## src/rtl/rc4_host_pkg.sv

```systemverilog
// Shared types and constants for the RC4 host controller.
// Watchdog width is used only when RC4_HOST_TIMEOUT_EN is defined.
package rc4_host_pkg;

  localparam int KEY_LEN_DEF = 32;
  localparam int MSG_MAX_DEF = 64;
  localparam int DATA_W      = 8;
  localparam int LEN_W       = 7;
  localparam int WDOG_W      = 16;

  typedef enum logic [2:0] {
    IDLE,
    KEY,
    ENC,
    DEC,
    FIN
  } state_t;

  function automatic logic [LEN_W-1:0] sat_cnt(
    input logic [LEN_W:0] v
  );
    return v[LEN_W] ? '1 : v[LEN_W-1:0];
  endfunction

endpackage

```

## src/rtl/rc4_host_if.sv

```systemverilog
// Handshake bundle between the host controller (master) and the RC4 core.
// plain_read / cipher_read are advisory strobes from the core.
interface rc4_host_if #(
  parameter int DW = rc4_host_pkg::DATA_W
);
  logic          key_valid;
  logic [DW-1:0] key_in;
  logic          plain_in_valid;
  logic [DW-1:0] plain_in;
  logic          cipher_in_valid;
  logic [DW-1:0] cipher_in;
  logic          plain_read;
  logic          cipher_write;
  logic [DW-1:0] cipher_out;
  logic          cipher_read;
  logic          plain_write;
  logic [DW-1:0] plain_out;
  logic          done;

  modport master (
    output key_valid, key_in,
    output plain_in_valid, plain_in,
    output cipher_in_valid, cipher_in,
    input  plain_read, cipher_write, cipher_out,
    input  cipher_read, plain_write, plain_out,
    input  done
  );

  modport slave (
    input  key_valid, key_in,
    input  plain_in_valid, plain_in,
    input  cipher_in_valid, cipher_in,
    output plain_read, cipher_write, cipher_out,
    output cipher_read, plain_write, plain_out,
    output done
  );
endinterface

```

## src/rtl/rc4_host_buf.sv

```systemverilog
// Byte RAM: one synchronous write port, one asynchronous read port.
// Contents are deliberately not reset.
module rc4_host_buf #(
  parameter int DEPTH = 32,
  parameter int DW    = rc4_host_pkg::DATA_W,
  parameter int AW    = $clog2(DEPTH)
) (
  input  logic          clk,
  input  logic          we,
  input  logic [AW-1:0] waddr,
  input  logic [DW-1:0] wdata,
  input  logic [AW-1:0] raddr,
  output logic [DW-1:0] rdata
);
  logic [DW-1:0] mem [DEPTH];

  always_ff @(posedge clk) begin
    if (we) mem[waddr] <= wdata;
  end

  assign rdata = mem[raddr];
endmodule

```

## src/rtl/rc4_host_ctrl.sv

```systemverilog
// RC4 host controller: key stream, encrypt, decrypt, compare self-test.
// Define RC4_HOST_TIMEOUT_EN to add the watchdog and timeout port.
module rc4_host_ctrl #(
  parameter int KEY_LEN = rc4_host_pkg::KEY_LEN_DEF,
  parameter int MSG_MAX = rc4_host_pkg::MSG_MAX_DEF,
  parameter int DATA_W  = rc4_host_pkg::DATA_W
) (
  input  logic              clk,
  input  logic              rst,
  input  logic              cfg_we,
  input  logic              cfg_sel,
  input  logic [5:0]        cfg_addr,
  input  logic [DATA_W-1:0] cfg_wdata,
  input  logic [6:0]        msg_len,
  input  logic              start,
  output logic              busy,
  output logic              result_valid,
  output logic              pass,
  output logic [6:0]        mismatch_cnt,
  output logic              cfg_err,
`ifdef RC4_HOST_TIMEOUT_EN
  output logic              timeout,
`endif
  rc4_host_if.master        core
);
  import rc4_host_pkg::*;

  localparam int KAW = $clog2(KEY_LEN);
  localparam int MAW = $clog2(MSG_MAX);
  localparam int KCW = $clog2(KEY_LEN + 1);
  localparam logic [KCW-1:0] KEY_LAST = KCW'(KEY_LEN);
  localparam logic [LEN_W-1:0] MSG_TOP = LEN_W'(MSG_MAX);

  state_t state, state_n;

  logic [KCW-1:0]   kcnt;
  logic [LEN_W-1:0] len, p, q, p_nx, q_nx, miss;
  logic [DATA_W-1:0] key_rd, msg_rd, cb_rd, pin;
  logic             pin_v;
  logic             len_ok, key_we, msg_we;
  logic             cap_enc, cap_dec, neq, wd_hit;
  logic [KAW-1:0]   key_ra;
  logic [MAW-1:0]   msg_ra;
  logic [LEN_W:0]   m_step, m_fin;
  logic             unused_adv;

  assign unused_adv = core.plain_read ^ core.cipher_read;

  assign len_ok = (msg_len != '0) && (msg_len <= MSG_TOP);
  assign key_we = cfg_we && !cfg_sel && (state == IDLE)
                  && (int'(cfg_addr) < KEY_LEN);
  assign msg_we = cfg_we && cfg_sel && (state == IDLE)
                  && (int'(cfg_addr) < MSG_MAX);

  assign cap_enc = (state == ENC) && core.cipher_write && (p < len);
  assign cap_dec = (state == DEC) && core.plain_write && (q < len);
  assign p_nx    = p + LEN_W'(1);
  assign q_nx    = q + LEN_W'(1);
  assign key_ra  = KAW'(kcnt - KCW'(1));
  assign msg_ra  = (state == DEC) ? q[MAW-1:0] :
                   (state == ENC) ? p_nx[MAW-1:0] : '0;

  // Missing bytes on an early done count as mismatches.
  assign neq    = core.plain_out != msg_rd;
  assign m_step = {1'b0, mismatch_cnt} + {LEN_W'(0), neq && cap_dec};
  assign miss   = len - (cap_dec ? q_nx : q);
  assign m_fin  = m_step + {1'b0, miss};

  rc4_host_buf #(.DEPTH(KEY_LEN), .DW(DATA_W)) u_key (
    .clk   (clk),
    .we    (key_we),
    .waddr (cfg_addr[KAW-1:0]),
    .wdata (cfg_wdata),
    .raddr (key_ra),
    .rdata (key_rd)
  );

  rc4_host_buf #(.DEPTH(MSG_MAX), .DW(DATA_W)) u_msg (
    .clk   (clk),
    .we    (msg_we),
    .waddr (cfg_addr[MAW-1:0]),
    .wdata (cfg_wdata),
    .raddr (msg_ra),
    .rdata (msg_rd)
  );

  rc4_host_buf #(.DEPTH(MSG_MAX), .DW(DATA_W)) u_cbuf (
    .clk   (clk),
    .we    (cap_enc),
    .waddr (p[MAW-1:0]),
    .wdata (core.cipher_out),
    .raddr (q[MAW-1:0]),
    .rdata (cb_rd)
  );

  assign busy         = state != IDLE;
  assign result_valid = state == FIN;

  assign core.key_valid = state == KEY;
  assign core.key_in    = (state == KEY && kcnt != '0)
                          ? key_rd : '0;
  assign core.plain_in_valid  = pin_v;
  assign core.plain_in        = pin;
  assign core.cipher_in_valid = (state == DEC) && (q < len);
  assign core.cipher_in       = core.cipher_in_valid ? cb_rd : '0;

`ifdef RC4_HOST_TIMEOUT_EN
  logic [WDOG_W-1:0] wdog;

  assign wd_hit = (state == ENC || state == DEC) && (wdog == '1);

  always_ff @(posedge clk) begin
    if (rst) begin
      wdog    <= '0;
      timeout <= 1'b0;
    end else begin
      if (cap_enc || cap_dec || state_n != state)
        wdog <= '0;
      else if (state == ENC || state == DEC)
        wdog <= wdog + WDOG_W'(1);
      if (state == IDLE && start && len_ok)
        timeout <= 1'b0;
      else if (wd_hit)
        timeout <= 1'b1;
    end
  end
`else
  assign wd_hit = 1'b0;
`endif

  always_ff @(posedge clk) begin
    if (rst) state <= IDLE;
    else     state <= state_n;
  end

  always_comb begin
    state_n = state;
    unique case (state)
      IDLE: if (start && len_ok) state_n = KEY;
      KEY:  if (kcnt == KEY_LAST) state_n = ENC;
      ENC:  if (p == len) state_n = DEC;
      DEC:  if (core.done) state_n = FIN;
      FIN:  state_n = IDLE;
      default: state_n = IDLE;
    endcase
    if (wd_hit) state_n = FIN;
  end

  always_ff @(posedge clk) begin
    if (rst) begin
      kcnt         <= '0;
      len          <= '0;
      p            <= '0;
      q            <= '0;
      pin          <= '0;
      pin_v        <= 1'b0;
      mismatch_cnt <= '0;
      pass         <= 1'b0;
      cfg_err      <= 1'b0;
    end else begin
      cfg_err <= 1'b0;
      unique case (state)
        IDLE: begin
          if (start && len_ok) begin
            len          <= msg_len;
            kcnt         <= '0;
            p            <= '0;
            q            <= '0;
            mismatch_cnt <= '0;
            pass         <= 1'b0;
          end else if (start) begin
            cfg_err <= 1'b1;
          end
        end
        KEY: begin
          kcnt <= kcnt + KCW'(1);
          if (kcnt == KEY_LAST) begin
            pin   <= msg_rd;
            pin_v <= 1'b1;
          end
        end
        ENC: begin
          if (cap_enc) begin
            p     <= p_nx;
            pin   <= msg_rd;
            pin_v <= p_nx < len;
          end else if (p == len) begin
            q     <= '0;
            pin_v <= 1'b0;
          end
        end
        DEC: begin
          if (cap_dec) begin
            q            <= q_nx;
            mismatch_cnt <= sat_cnt(m_step);
          end
          if (core.done) begin
            mismatch_cnt <= sat_cnt(m_fin);
            pass         <= m_fin == '0;
          end
        end
        default: ;
      endcase
      if (wd_hit) begin
        pass  <= 1'b0;
        pin_v <= 1'b0;
      end
    end
  end

endmodule

```

## src/flat_wrapper.sv

```systemverilog
// flat-port wrapper written by rule: the top's interface ports become plain ports
module rc4_host_ctrl_flat import rc4_host_pkg::*;
#(
  parameter int KEY_LEN = rc4_host_pkg::KEY_LEN_DEF,
  parameter int MSG_MAX = rc4_host_pkg::MSG_MAX_DEF,
  parameter int DATA_W  = rc4_host_pkg::DATA_W
)
  (clk, rst, cfg_we, cfg_sel, cfg_addr, cfg_wdata, msg_len, start, busy, result_valid, pass, mismatch_cnt, cfg_err, core_key_valid, core_key_in, core_plain_in_valid, core_plain_in, core_cipher_in_valid, core_cipher_in, core_plain_read, core_cipher_write, core_cipher_out, core_cipher_read, core_plain_write, core_plain_out, core_done);
  rc4_host_if #(.DW(8)) core_i ();
  input  logic clk;
  input  logic rst;
  input  logic cfg_we;
  input  logic cfg_sel;
  input  logic [5:0] cfg_addr;
  input  logic [DATA_W-1:0] cfg_wdata;
  input  logic [6:0] msg_len;
  input  logic start;
  output logic busy;
  output logic result_valid;
  output logic pass;
  output logic [6:0] mismatch_cnt;
  output logic cfg_err;
  output wire logic [$bits(core_i.key_valid)-1:0] core_key_valid;
  output wire logic [$bits(core_i.key_in)-1:0] core_key_in;
  output wire logic [$bits(core_i.plain_in_valid)-1:0] core_plain_in_valid;
  output wire logic [$bits(core_i.plain_in)-1:0] core_plain_in;
  output wire logic [$bits(core_i.cipher_in_valid)-1:0] core_cipher_in_valid;
  output wire logic [$bits(core_i.cipher_in)-1:0] core_cipher_in;
  input wire logic [$bits(core_i.plain_read)-1:0] core_plain_read;
  input wire logic [$bits(core_i.cipher_write)-1:0] core_cipher_write;
  input wire logic [$bits(core_i.cipher_out)-1:0] core_cipher_out;
  input wire logic [$bits(core_i.cipher_read)-1:0] core_cipher_read;
  input wire logic [$bits(core_i.plain_write)-1:0] core_plain_write;
  input wire logic [$bits(core_i.plain_out)-1:0] core_plain_out;
  input wire logic [$bits(core_i.done)-1:0] core_done;
  assign core_key_valid = core_i.key_valid;
  assign core_key_in = core_i.key_in;
  assign core_plain_in_valid = core_i.plain_in_valid;
  assign core_plain_in = core_i.plain_in;
  assign core_cipher_in_valid = core_i.cipher_in_valid;
  assign core_cipher_in = core_i.cipher_in;
  assign core_i.plain_read = core_plain_read;
  assign core_i.cipher_write = core_cipher_write;
  assign core_i.cipher_out = core_cipher_out;
  assign core_i.cipher_read = core_cipher_read;
  assign core_i.plain_write = core_plain_write;
  assign core_i.plain_out = core_plain_out;
  assign core_i.done = core_done;
  rc4_host_ctrl #(.KEY_LEN(KEY_LEN), .MSG_MAX(MSG_MAX), .DATA_W(DATA_W)) u_core (.clk(clk), .rst(rst), .cfg_we(cfg_we), .cfg_sel(cfg_sel), .cfg_addr(cfg_addr), .cfg_wdata(cfg_wdata), .msg_len(msg_len), .start(start), .busy(busy), .result_valid(result_valid), .pass(pass), .mismatch_cnt(mismatch_cnt), .cfg_err(cfg_err), .core(core_i));
endmodule
```

## config.mk

```make
export PLATFORM = sky130hd
export DESIGN_NAME = rc4_host_ctrl_flat
export DESIGN_NICKNAME = d
export VERILOG_FILES = /design/src/rtl/rc4_host_pkg.sv /design/src/rtl/rc4_host_if.sv /design/src/rtl/rc4_host_buf.sv /design/src/rtl/rc4_host_ctrl.sv /design/src/flat_wrapper.sv
export SDC_FILE = /design/constraint.sdc
export NUM_CORES = 2
export LEC_CHECK = 0
export BUFFER_PORTS_ARGS = -buffer_cell sky130_fd_sc_hd__buf_2
export CAP_MARGIN = 20
export CORE_MARGIN = 5
export CORE_UTILIZATION = 42
export CTS_CLUSTER_DIAMETER = 80
export DETAILED_ROUTE_END_ITERATION = 8
export HOLD_SLACK_MARGIN = 0.1
export PLACE_DENSITY = 0.59
export SLEW_MARGIN = 20
export SYNTH_ARGS = -nofsm -noshare
export SYNTH_HDL_FRONTEND = slang
export SYNTH_SLANG_ARGS = --single-unit
```

## constraint.sdc

```tcl
create_clock -name clk -period 14.8 [get_ports clk]
set_input_delay 2.22 -clock clk [delete_from_list [all_inputs] [get_ports clk]]
set_output_delay 2.22 -clock clk [all_outputs]
set_load 0.02 [all_outputs]
```

==> flow_summary.json <==
{
  "outcome": "complete, no violations",
  "synth_edf_count": 1280,
  "fp.dieH_um": 373.0,
  "io_pins": 85,
  "die_w_um": 373.0,
  "cts_tree": "done",
  "h-tree-depth": 4,
  "die_area_sq_mm": 0.1391,
  "syn_to_final_growth_pct": 11.42,
  "design_area_sq_mm": 0.06166,
  "path_max_fanout": 47,
  "grt_pass1_wl_mm": 213.9,
  "period_share": 0.5895,
  "rows": 133,
  "worst_setup_path_end_kind": "flop",
  "crit_path_end": "u_core.pass$_SDFFE_PP0P_",
  "antenna_found_initial": 5,
  "arrival_ns": 9.40,
  "grt_setup_unrepaired": "false",
  "dr.pass1.iters": 6,
  "dp.cells": 4957,
  "netlist_instances": 3289,
  "dp_slack_ns": 6.262,
  "grt_pass1_vias": 30180,
  "postRouteAntennaNets": 0,
  "fin_nets": 3433,
  "cts_setup_buffers": 0,
  "drtIter0Drc": 3474,
  "wl_met2_mm": 69.09,
  "hpwlAfterDp_mm": 87.44,
  "dpl_cell_area_sq_mm": 0.05743,
  "yosysUniqueCellTypes": 89,
  "cts.sinks": 1334,
  "hold_viol_final": 0,
  "synth_top_area_cell": "edfxtp_1",
  "period_minus_slack_ns": 8.725,
  "fmax_mhz": 114.6,
  "clock_latency_ns": 0.78,
  "fin_ws_ns": 6.076,
  "io_buffers": 82,
  "finalSetupViolations": 0,
  "cp.required_ns": 15.48,
  "p_total_mw": 8.967,
  "instances_no_fill": 5212,
  "routed_wl_mm": 146.5,
  "hold_path.class": "flop to flop",
  "clk_pin_slew_worst_paths_ns": 0.06,
  "rr_startpoint": "u_core.state[1]$_SDFFE_PP0P_",
  "irDropWorstVdd_mv": 0.1270,
  "worst-r2r-cell-count": 27,
  "r2r_slack_ns": 6.08,
  "wl_met1_mm": 61.05,
  "yosys.area.top_type_share": 0.6946,
  "slew_headroom": 0.1814,
  "power_density_mw_per_mm2": 145.4,
  "syn_area_sq_mm": 0.05534,
  "gp_congestion": 0.8611,
  "grt_usage": 0.2060,
  "core_area_sq_mm": 0.1311,
  "maxCapViolations": 0,
  "drt-vias-per-instance": 5.971,
  "drcViolationCount": 0,
  "cts_root_buffer": "clkbuf_16",
  "hold_ws_ns": 0.4734,
  "async_flop_share": 0,
  "tightest_slew_ns": 1.220,
  "ys_seq_elements": 1334,
  "wl_met3_mm": 12.19,
  "highest_layer": "met5",
  "syn_avg_cell_area_sq_um": 16.83,
  "fin_setup_tns_ns": 0,
  "skew_ns": 0.03041,
  "setup.worst_path.start": "u_core.state[1]$_SDFFE_PP0P_",
  "drive_gt1_frac": 0.1815,
  "vias": 31120,
  "final_util": 0.4702,
  "cellLeakagePower_nw": 19.34,
  "cts_hold_buf": 0,
  "grt_start_max_net_pins": 132,
  "r2r-end": "u_core.pass$_SDFFE_PP0P_",
  "wl_per_cell_um": 28.11,
  "synth_fp_nets": 3377,
  "worstSetupStartpointType": "flop",
  "finalMaxSlewViolations": 0,
  "yosys_warnings": 0,
  "ctsResizeCount": 0,
  "synth_seq_area_share": 0.7141,
  "netlist_top_cells_area": "edfxtp_1 (69%), mux4_2 (10%), dfxtp_1 (2.0%)",
  "cts_buffers": 141,
  "crit_type": "flop to flop",
  "synth_flop_cell": "edfxtp_1",
  "gr-total-overflow": 0,
  "start_util": 0.4220,
  "clk_path_buf_depth": 3
}
## cell usage in the layout, fill, tap and decap left out, types with 9 or more instances in the layout
master and instances:
and3b_1 29, xor2_1 18, a21oi_1 68, nor2_1 249, clkinv_1 31, nand4_1 21
a22oi_1 22, dfxtp_1 50, buf_2 73, nand2_1 239, buf_4 61, and2_1 17
a32oi_1 54, nor4_1 9, xnor2_1 23, inv_1 35, and3_1 55, mux4_2 253
a311oi_1 19, o31ai_1 30, clkbuf_1 35, clkbuf_16 144, a21o_1 13, o211ai_1 12
nor3_1 12, a31oi_1 44, nand3_1 103, o21ai_0 76, or3_1 9, a2111oi_0 10
a32o_1 9, a211oi_1 47, mux2i_1 44, ha_1 38, clkinv_2 25, a211o_1 13
edfxtp_1 1280
## layer usage
metal | global-route usage | vias up
li1 | - | 13350
met1 | 0.2921 | 16130
met2 | 0.3248 | 1400
met3 | 0.03926 | 238
met4 | 0.06544 | 2
met5 | 0 | -
## cells by family (layout without fill, tap and decap cells)
logic type / after synthesis / count (layout) / share of synthesized area
xor gates and xnor gates: 43 / 43 / 0.006806
buffers and inverters: 259 / 425 / 0.02200
AOI/OAI and AO/OA: 503 / 503 / 0.06582
other: 0 / 2 / 0
DFF: 1334 / 1334 / 0.7141
and+or+nand+nor: 803 / 803 / 0.06864
adders and majority gates: 41 / 41 / 0.009542
muxes: 306 / 306 / 0.1131
## worst min path at each step
| stage | from | end | slack, ns | cells after the start |
|---|---|---|---|---|
| 6_report | u_core.core.plain_in[6]$_SDFFE_PP0P_ | u_core.core.plain_in[6]$_SDFFE_PP0P_ | 0.47 | 2 |
| 5_1_grt | u_core.core.plain_in[6]$_SDFFE_PP0P_ | u_core.core.plain_in[6]$_SDFFE_PP0P_ | 0.48 | 2 |
| 4_1_cts | u_core.core.plain_in[6]$_SDFFE_PP0P_ | u_core.core.plain_in[6]$_SDFFE_PP0P_ | 0.47 | 2 |
| 3_5_place_dp | u_core.core.plain_in[6]$_SDFFE_PP0P_ | u_core.core.plain_in[6]$_SDFFE_PP0P_ | 0.45 | 2 |
| 3_3_place_gp | u_core.core.plain_in[6]$_SDFFE_PP0P_ | u_core.core.plain_in[6]$_SDFFE_PP0P_ | 0.45 | 2 |
| 2_1_floorplan | u_core.q[6]$_SDFFE_PP0P_ | u_core.q[6]$_SDFFE_PP0P_ | 0.47 | 1 |
## synthesized netlist by cell type, types with 47 or more instances
library cell / n
nand3_1: 103
nand2_1: 239
buf_2: 61
dfxtp_1: 54
mux4_2: 253
edfxtp_1: 1280
a21oi_1: 68
and3_1: 55
a32oi_1: 54
a211oi_1: 47
nor2_1: 251
o21ai_0: 76
clkbuf_1: 100
## critical path, stage by stage, from the launching register on
cell,delay [ns]
dfxtp_1,0.31
buf_4,0.45
and2b_4,0.49
buf_4,0.56
buf_4,0.63
o21ai_4,0.11
buf_4,0.34
a221oi_1,0.40
a211oi_1,0.14
a211oi_1,0.48
nor3_1,0.14
xor2_1,0.17
or3_1,0.31
o31ai_1,0.73
a31oi_1,0.36
ha_1,0.31
ha_1,0.34
ha_1,0.31
a21o_1,0.18
a21oi_1,0.23
o21bai_1,0.09
a21oi_1,0.22
o21bai_1,0.09
a21oi_1,0.20
xnor2_1,0.23
nand2_1,0.09
or4_1,0.48
a21oi_1,0.15
## sequential cells by signal (all words and copies together) (netlist names), 3 cells and up, named ones only
| signal | flops |
|---|---|
| u_core.mismatch_cnt | 7 |
| u_core.core.plain_in | 8 |
| u_core.u_cbuf.mem | 512 |
| u_core.state | 3 |
| u_core.len | 7 |
| u_core.u_msg.mem | 512 |
| u_core.kcnt | 6 |
| u_core.u_key.mem | 256 |
| u_core.q | 7 |
| u_core.p | 7 |
## area by class of cell
class                      instances  area (sq um)
antenna                            2         5.005
clock buffer                     184          3804
clock inverter                    69         415.4
fill                           11310         69480
inverter                          36         135.1
multi-input combinational       1696         14710
sequential                      1334         39530
tap                             1755          2196
timing repair buffer             136         863.3
## where the power goes
group / total (mW) / internal [mW] / switching, mW
combinational: 1.49 / 0.498 / 0.991
clock: 3.29 / 1.84 / 1.44
sequential: 4.19 / 4.16 / 0.0319
total: 8.97 / 6.50 / 2.47
No activity file was read; power rests on OpenSTA's default activity.
